[src/rtl/vliw_issue_ctrl.sv]
// vliw_issue_ctrl: one-entry hold register, 16-register scoreboard and
// jump flush sitting in front of vliw_top.
module vliw_issue_ctrl #(
  parameter int unsigned WB_LAT    = 3,
  parameter int unsigned FLUSH_CYC = 2
) (
  input  logic         clock,
  input  logic         reset,
  input  logic         bundle_valid,
  input  logic [63:0]  bundle_word,
  input  logic [191:0] bundle_data,
  output logic         bundle_ready,
  input  logic         jump,
  output logic [63:0]  issue_word,
  output logic [191:0] issue_data,
  output logic         stall,
  output logic [15:0]  stall_cnt
);

  localparam logic [3:0] OpAdd  = 4'd1;
  localparam logic [3:0] OpSub  = 4'd2;
  localparam logic [3:0] OpMul  = 4'd3;
  localparam logic [3:0] OpLoad = 4'd4;
  localparam logic [3:0] OpRead = 4'd6;

  localparam logic [18:0] SlotMask = 19'b1111_0_1111_0_1111_0_1111;
  localparam logic [63:0] WordMask =
    {5'b0, SlotMask, 1'b0, SlotMask, 1'b0, SlotMask};
  localparam logic [2:0] LatV   = 3'(WB_LAT);
  localparam logic [2:0] FlushV = 3'(FLUSH_CYC - 1);

  typedef enum logic [1:0] {
    S_IDLE,
    S_HOLD,
    S_FLUSH
  } state_e;

  state_e         state_q, state_d;
  logic [2:0]     fcnt_q, fcnt_d;
  logic [63:0]    hold_word_q, hold_word_d;
  logic [191:0]   hold_data_q, hold_data_d;
  logic [63:0]    iw_q, iw_d;
  logic [191:0]   id_q, id_d;
  logic [15:0]    scnt_q, scnt_d;
  logic [2:0]     busy_q [16];
  logic [2:0]     busy_d [16];

  logic [15:0]    rd_mask;
  logic [15:0]    wr_mask;
  logic [2:0]     use_v;
  logic           hazard;
  logic           issue;
  logic           stall_int;
  logic           accept;

  // {reads src1, reads src2, writes dest}
  function automatic logic [2:0] use_of(input logic [3:0] op);
    logic alu, ld, rd;
    alu = (op == OpAdd) || (op == OpSub) || (op == OpMul);
    ld  = (op == OpLoad);
    rd  = (op == OpRead);
    use_of = 3'b000;
    unique case (1'b1)
      alu:     use_of = 3'b111;
      ld:      use_of = 3'b001;
      rd:      use_of = 3'b100;
      default: use_of = 3'b000;
    endcase
  endfunction

  always_comb begin
    rd_mask = '0;
    wr_mask = '0;
    use_v   = '0;
    for (int s = 0; s < 3; s++) begin
      use_v = use_of(hold_word_q[s*20+15 +: 4]);
      if (use_v[2]) rd_mask[hold_word_q[s*20+10 +: 4]] = 1'b1;
      if (use_v[1]) rd_mask[hold_word_q[s*20+5 +: 4]]  = 1'b1;
      if (use_v[0]) wr_mask[hold_word_q[s*20 +: 4]]    = 1'b1;
    end
  end

  always_comb begin
    hazard = 1'b0;
    for (int r = 0; r < 16; r++) begin
      if (rd_mask[r] && (busy_q[r] > 3'd1)) hazard = 1'b1;
    end
  end

  assign issue     = (state_q == S_HOLD) && !jump && !hazard;
  assign stall_int = (state_q == S_HOLD) && !jump && hazard;
  assign bundle_ready = reset && !jump &&
                        ((state_q == S_IDLE) || issue);
  assign accept    = bundle_valid && bundle_ready;
  assign stall     = reset && stall_int;

  always_comb begin
    state_d     = state_q;
    fcnt_d      = fcnt_q;
    hold_word_d = hold_word_q;
    hold_data_d = hold_data_q;
    iw_d        = '0;
    id_d        = '0;
    scnt_d      = scnt_q;
    for (int r = 0; r < 16; r++) begin
      busy_d[r] = (busy_q[r] != 3'd0) ? busy_q[r] - 3'd1 : 3'd0;
    end
    if (issue) begin
      iw_d = hold_word_q & WordMask;
      id_d = hold_data_q;
      for (int r = 0; r < 16; r++) begin
        if (wr_mask[r]) busy_d[r] = LatV;
      end
    end
    if (stall_int && (scnt_q != 16'hFFFF)) scnt_d = scnt_q + 16'd1;
    if (accept) begin
      hold_word_d = bundle_word;
      hold_data_d = bundle_data;
    end
    // The jump cycle itself is the first of the FLUSH_CYC dead cycles.
    if (jump) begin
      fcnt_d  = FlushV;
      state_d = (FlushV == 3'd0) ? S_IDLE : S_FLUSH;
    end else begin
      case (state_q)
        S_IDLE:  if (accept) state_d = S_HOLD;
        S_HOLD:  if (issue && !accept) state_d = S_IDLE;
        S_FLUSH: begin
          if (fcnt_q <= 3'd1) state_d = S_IDLE;
          else fcnt_d = fcnt_q - 3'd1;
        end
        default: state_d = S_IDLE;
      endcase
    end
  end

  always_ff @(posedge clock or negedge reset) begin
    if (!reset) begin
      state_q     <= S_IDLE;
      fcnt_q      <= '0;
      hold_word_q <= '0;
      hold_data_q <= '0;
      iw_q        <= '0;
      id_q        <= '0;
      scnt_q      <= '0;
      busy_q      <= '{default: 3'd0};
    end else begin
      state_q     <= state_d;
      fcnt_q      <= fcnt_d;
      hold_word_q <= hold_word_d;
      hold_data_q <= hold_data_d;
      iw_q        <= iw_d;
      id_q        <= id_d;
      scnt_q      <= scnt_d;
      busy_q      <= busy_d;
    end
  end

  assign issue_word = iw_q;
  assign issue_data = id_q;
  assign stall_cnt  = scnt_q;

endmodule

[config.mk]
export PLATFORM = sky130hd
export DESIGN_NAME = vliw_issue_ctrl
export DESIGN_NICKNAME = d
export VERILOG_FILES = /design/src/rtl/vliw_issue_ctrl.sv
export SDC_FILE = /design/constraint.sdc
export NUM_CORES = 1
export LEC_CHECK = 0
export BUFFER_PORTS_ARGS = -buffer_cell sky130_fd_sc_hd__buf_4
export CAP_MARGIN = 20
export CORE_ASPECT_RATIO = 2
export CORE_UTILIZATION = 30
export DETAILED_ROUTE_END_ITERATION = 7
export GPL_ROUTABILITY_DRIVEN = 0
export PLACE_DENSITY = 0.56
export SLEW_MARGIN = 20
export SYNTH_ARGS = -nofsm -noshare
export SYNTH_HDL_FRONTEND = slang
export SYNTH_SLANG_ARGS = --single-unit
[constraint.sdc]
create_clock -name clock -period 6.9 [get_ports clock]
set_input_delay 1.38 -clock clock [delete_from_list [all_inputs] [get_ports clock]]
set_output_delay 1.38 -clock clock [all_outputs]
set_load 0.005 [all_outputs]
==> impl.org <==
** Logic synthesis
- Leading post-synthesis cells by cell area :: sky130_fd_sc_hd__dfrtp_1 (52%), sky130_fd_sc_hd__and3_1 (11%), sky130_fd_sc_hd__o211ai_1 (7.0%)
- After synthesis, the mean cell area works out to 9.59 sq um.
- The netlist uses 59 different library cells.
- The most common cell in the synthesized netlist is sky130_fd_sc_hd__dfrtp_1.
- Post-synthesis sequential element count :: 549
- YS warnings :: 0
- Area of the mapped netlist :: 26600 sq um
- Most instantiated flip-flop cell in the synthesis netlist :: sky130_fd_sc_hd__dfrtp_1
- Library cell occupying the most area in the post-synthesis netlist :: sky130_fd_sc_hd__dfrtp_1
- Number of enable-type register cells in the synthesized netlist :: 0
- Of all flip-flops after synthesis, the portion carrying an async set or reset was 100%.
- After synthesis, the largest area contributor takes up 51.7% of total cell area.
- Synthesized instance count :: 2773
- Top cells by count, synth :: sky130_fd_sc_hd__dfrtp_1 (549), sky130_fd_sc_hd__and3_1 (480), sky130_fd_sc_hd__nand2_1 (284)
- Sequential elements use 51.7% of the synthesized area.

** Clock tree
- Clock transition time at the flip-flop clock pins of the worst setup and hold paths :: 70 ps
- Setup Buffers After CTS :: 0
- The clock reaches the later pin of the worst-skew pair after 640 ps.
- The H-tree was split into 2 levels.
- TritonCTS Sinks :: 549
- In this run, post-CTS hold repair placed 0 buffers.
- Post-CTS repair changed the size of 0 cells.
- Root cell of the clock tree :: sky130_fd_sc_hd__clkbuf_16
- TritonCTS built the clock tree.
- Counting the buffers created by CTS gives 54.
- Counting along the longest clock path gives a buffer depth of 3.

** Layout
- Compared with the post-synthesis result, the final layout area differs by 23.4%.
- Measured on the finished design, the core utilization comes to 37.4%.
- Ratio of cells with drive above 1 in the final layout :: 20.7%
- After filler insertion, the fill cell instance count of the layout stands at 8968.
- At the end of the flow, the number of nets in the layout was 3368.
- Non-Filler Cell Area, Final :: 32800 sq um

** Drt
- After detailed routing, the average wire length per cell comes to 22.6 microns.
- Final wirelength :: 96900 microns
- The routed layout has 23367 vias.
- For this run, design rule violations remaining after detail routing come to 0.
- In this run the remaining antenna-violating nets after routing total 0.
- For this block, the initial DRC count from the detailed router was 1821.
- After detailed routing, the number of vias per cell comes to 5.44.
- Number of detailed-route iterations in the first pass :: 5

** Status
- The final reports fail on max-slew violations.
- Run status :: complete, but fails checks

** Critical path
- Worst setup path category :: reg2out
- Type of element capturing the critical path :: output port
- Register-to-Register Setup Slack :: 1990 ps
- Along the worst path, the maximum fanout reaches 16.
- Data arrives at the worst endpoint at 4150 ps.
- For the worst setup path, the data required time is 5520 ps.
- Beginning of the worst register-to-register path :: hold_word_q[58]$_DFFE_PN0P_
- Setup crit start kind :: register
- Worst reg2reg path depth :: 10
- In this run the critical register-to-register path is captured at hold_data_q[24]$_DFFE_PN0P_.

** STA
- Setup repair after global routing left no endpoint under its margin.
- Total Negative Setup Slacks :: 0 ps
- Dividing the final minimum period by the clock period gives 80.1%.
- Total count of hold-check failures in the final report :: 0
- Final number of max-transition violations :: 35
- Number of setup violations in the final report :: 0
- Post-Route Skew :: 19.1 ps
- Fmax achieved :: 181 MHz
- Post-route minimum period :: 5530 ps
- Worst-case headroom to the max-slew limit :: -0.693%
- Transition time at the pin with the least slew margin :: 1510 ps

** Die
- Core footprint :: 87900 sq um
- Area of the die :: 89900 sq um
- Effective utilization at floorplan :: 30.3%
- Width of the die :: 213 microns
- The die is 423 microns tall.
- Num ports :: 534
- In this run the core area contains 154 standard-cell rows.

** Global routing
- Across every metal layer, demand over resource in global routing totals 21.3%.
- Summed over all layers, the global routing overflow is 0.
- The via count of the first global-routing pass was 22722.
- Maximum number of pins on one net before global-route repair :: 238
- The first global-routing pass estimated 147000 microns of wire.
- The number of antenna violations at the first check in global routing came to 16.

** Placed design
- The placed instances occupy a cell area of 31000 sq um.
- Detailed placement finished with a half-perimeter wire length of 61500 microns.
- In this run the tool buffered the top-level ports with 501 buffer cells.

** Job
- Max-cap violations in this run came to 0.

** Power
- The analysis attributes to cell leakage a power of 16.1 nW.
- Across the VDD grid, the largest voltage drop is 201 uV.
- Power per Cell Area :: 249 nW/um^2
- Overall power after layout :: 8.17 mW

** Worst hold path
- The worst hold path terminates at busy_q[15]$_DFF_PN0_.
- Counting instances, the worst hold path has a depth of 1.
- Hold crit path type :: reg2reg
- The startpoint identified for the worst hold timing path is busy_q[15]$_DFF_PN0_.
==> area by class of cell <==
class | count | area (sq um) | share of cell area [%]
antenna | 11 | 27.5 | 0.0839
multi-input combinational | 1890 | 11400 | 34.8
tap | 1170 | 1460 | 4.46
sequential | 549 | 13700 | 41.9
timing repair buffer | 537 | 4190 | 12.8
clock inverter | 19 | 233 | 0.709
clock buffer | 78 | 1580 | 4.82
inverter | 41 | 154 | 0.469
==> worst max path at each step <==
stage	startpoint	end	slack [ps]	cells after the start
2_1_floorplan	jump	bundle_ready	2990	6
3_3_place_gp	hold_word_q[55]$_DFFE_PN0P_	stall_cnt[1]$_DFFE_PN0P_	2120	10
3_5_place_dp	hold_word_q[55]$_DFFE_PN0P_	stall_cnt[1]$_DFFE_PN0P_	2120	10
4_1_cts	hold_word_q[55]$_DFFE_PN0P_	bundle_ready	1430	9
5_1_grt	hold_word_q[56]$_DFFE_PN0P_	bundle_ready	1170	9
6_report	hold_word_q[58]$_DFFE_PN0P_	bundle_ready	1370	9
==> state kept, by name (all words and copies together) (netlist names) <==
| register | count |
|---|---|
| stall_cnt | 16 |
| busy_q | 48 |
| hold_data_q | 192 |
| fcnt_q | 3 |
| issue_data | 192 |
| hold_word_q | 48 |
| issue_word | 48 |
| state_q | 2 |
==> cell families after synthesis <==
logic type | Yosys count | synth area share (%)
xor+xnor | 19 | 0.626
simple gates | 1211 | 25.5
mux | 2 | 0.0847
fa+ha+maj | 35 | 1.65
compound gates | 607 | 14.7
other cells | 1 | 0.0141
flops | 549 | 51.7
buf+inv | 349 | 5.71
==> worst max-delay path: stages, from the launching register on <==
cell	delay (ps)
sky130_fd_sc_hd__dfrtp_1	620
sky130_fd_sc_hd__nor2_1	320
sky130_fd_sc_hd__nand4_1	310
sky130_fd_sc_hd__o21ai_0	140
sky130_fd_sc_hd__o32ai_1	570
sky130_fd_sc_hd__nand4_1	300
sky130_fd_sc_hd__nor4_4	510
sky130_fd_sc_hd__nand2_1	350
sky130_fd_sc_hd__a21oi_1	250
sky130_fd_sc_hd__buf_4	150
==> per-layer routing <==
| metal | track usage, % | vias to the layer above | part of all wire [%] |
|---|---|---|---|
| met4 | 12.0 | 10 | 5.4 |
| met3 | 6.77 | 200 | 8.7 |
| met1 | 25.0 | 11500 | 38 |
| met5 | 0 | - | 0.076 |
| met2 | 33.9 | 883 | 48 |
| li1 | - | 10774 | - |
==> cells in the final DEF (no fill, tap or decap), types with 29 or more instances in the layout <==
master	Yosys	final
sky130_fd_sc_hd__o211ai_1	247	247
sky130_fd_sc_hd__nand3_1	30	30
sky130_fd_sc_hd__clkbuf_16	0	55
sky130_fd_sc_hd__dfrtp_1	549	549
sky130_fd_sc_hd__ha_1	35	35
sky130_fd_sc_hd__nor2_1	38	36
sky130_fd_sc_hd__nand4_1	273	273
sky130_fd_sc_hd__a21oi_1	245	245
sky130_fd_sc_hd__inv_1	39	39
sky130_fd_sc_hd__o22ai_1	29	29
sky130_fd_sc_hd__nand2_1	284	284
sky130_fd_sc_hd__buf_4	40	524
sky130_fd_sc_hd__and3_1	480	480
==> power breakdown <==
part           leakage [nW]  switching, mW  internal [mW]  total, mW
registers              6.57          0.270           3.48       3.75
logic                  8.62          0.787          0.499       1.29
clock network         0.901           1.39           1.75       3.14
==> metrics by stage <==
step                worst slack [ps]  std cells  hold slack [ps]
floorplan                       2990       2788              430
global route                    1170       4295              488
CTS                             1430       4284              465
finish                          1370       4295              460
global placement                2120       4187              440
detailed placement              2120       4187              456
Power figures use the tool's default switching activity.
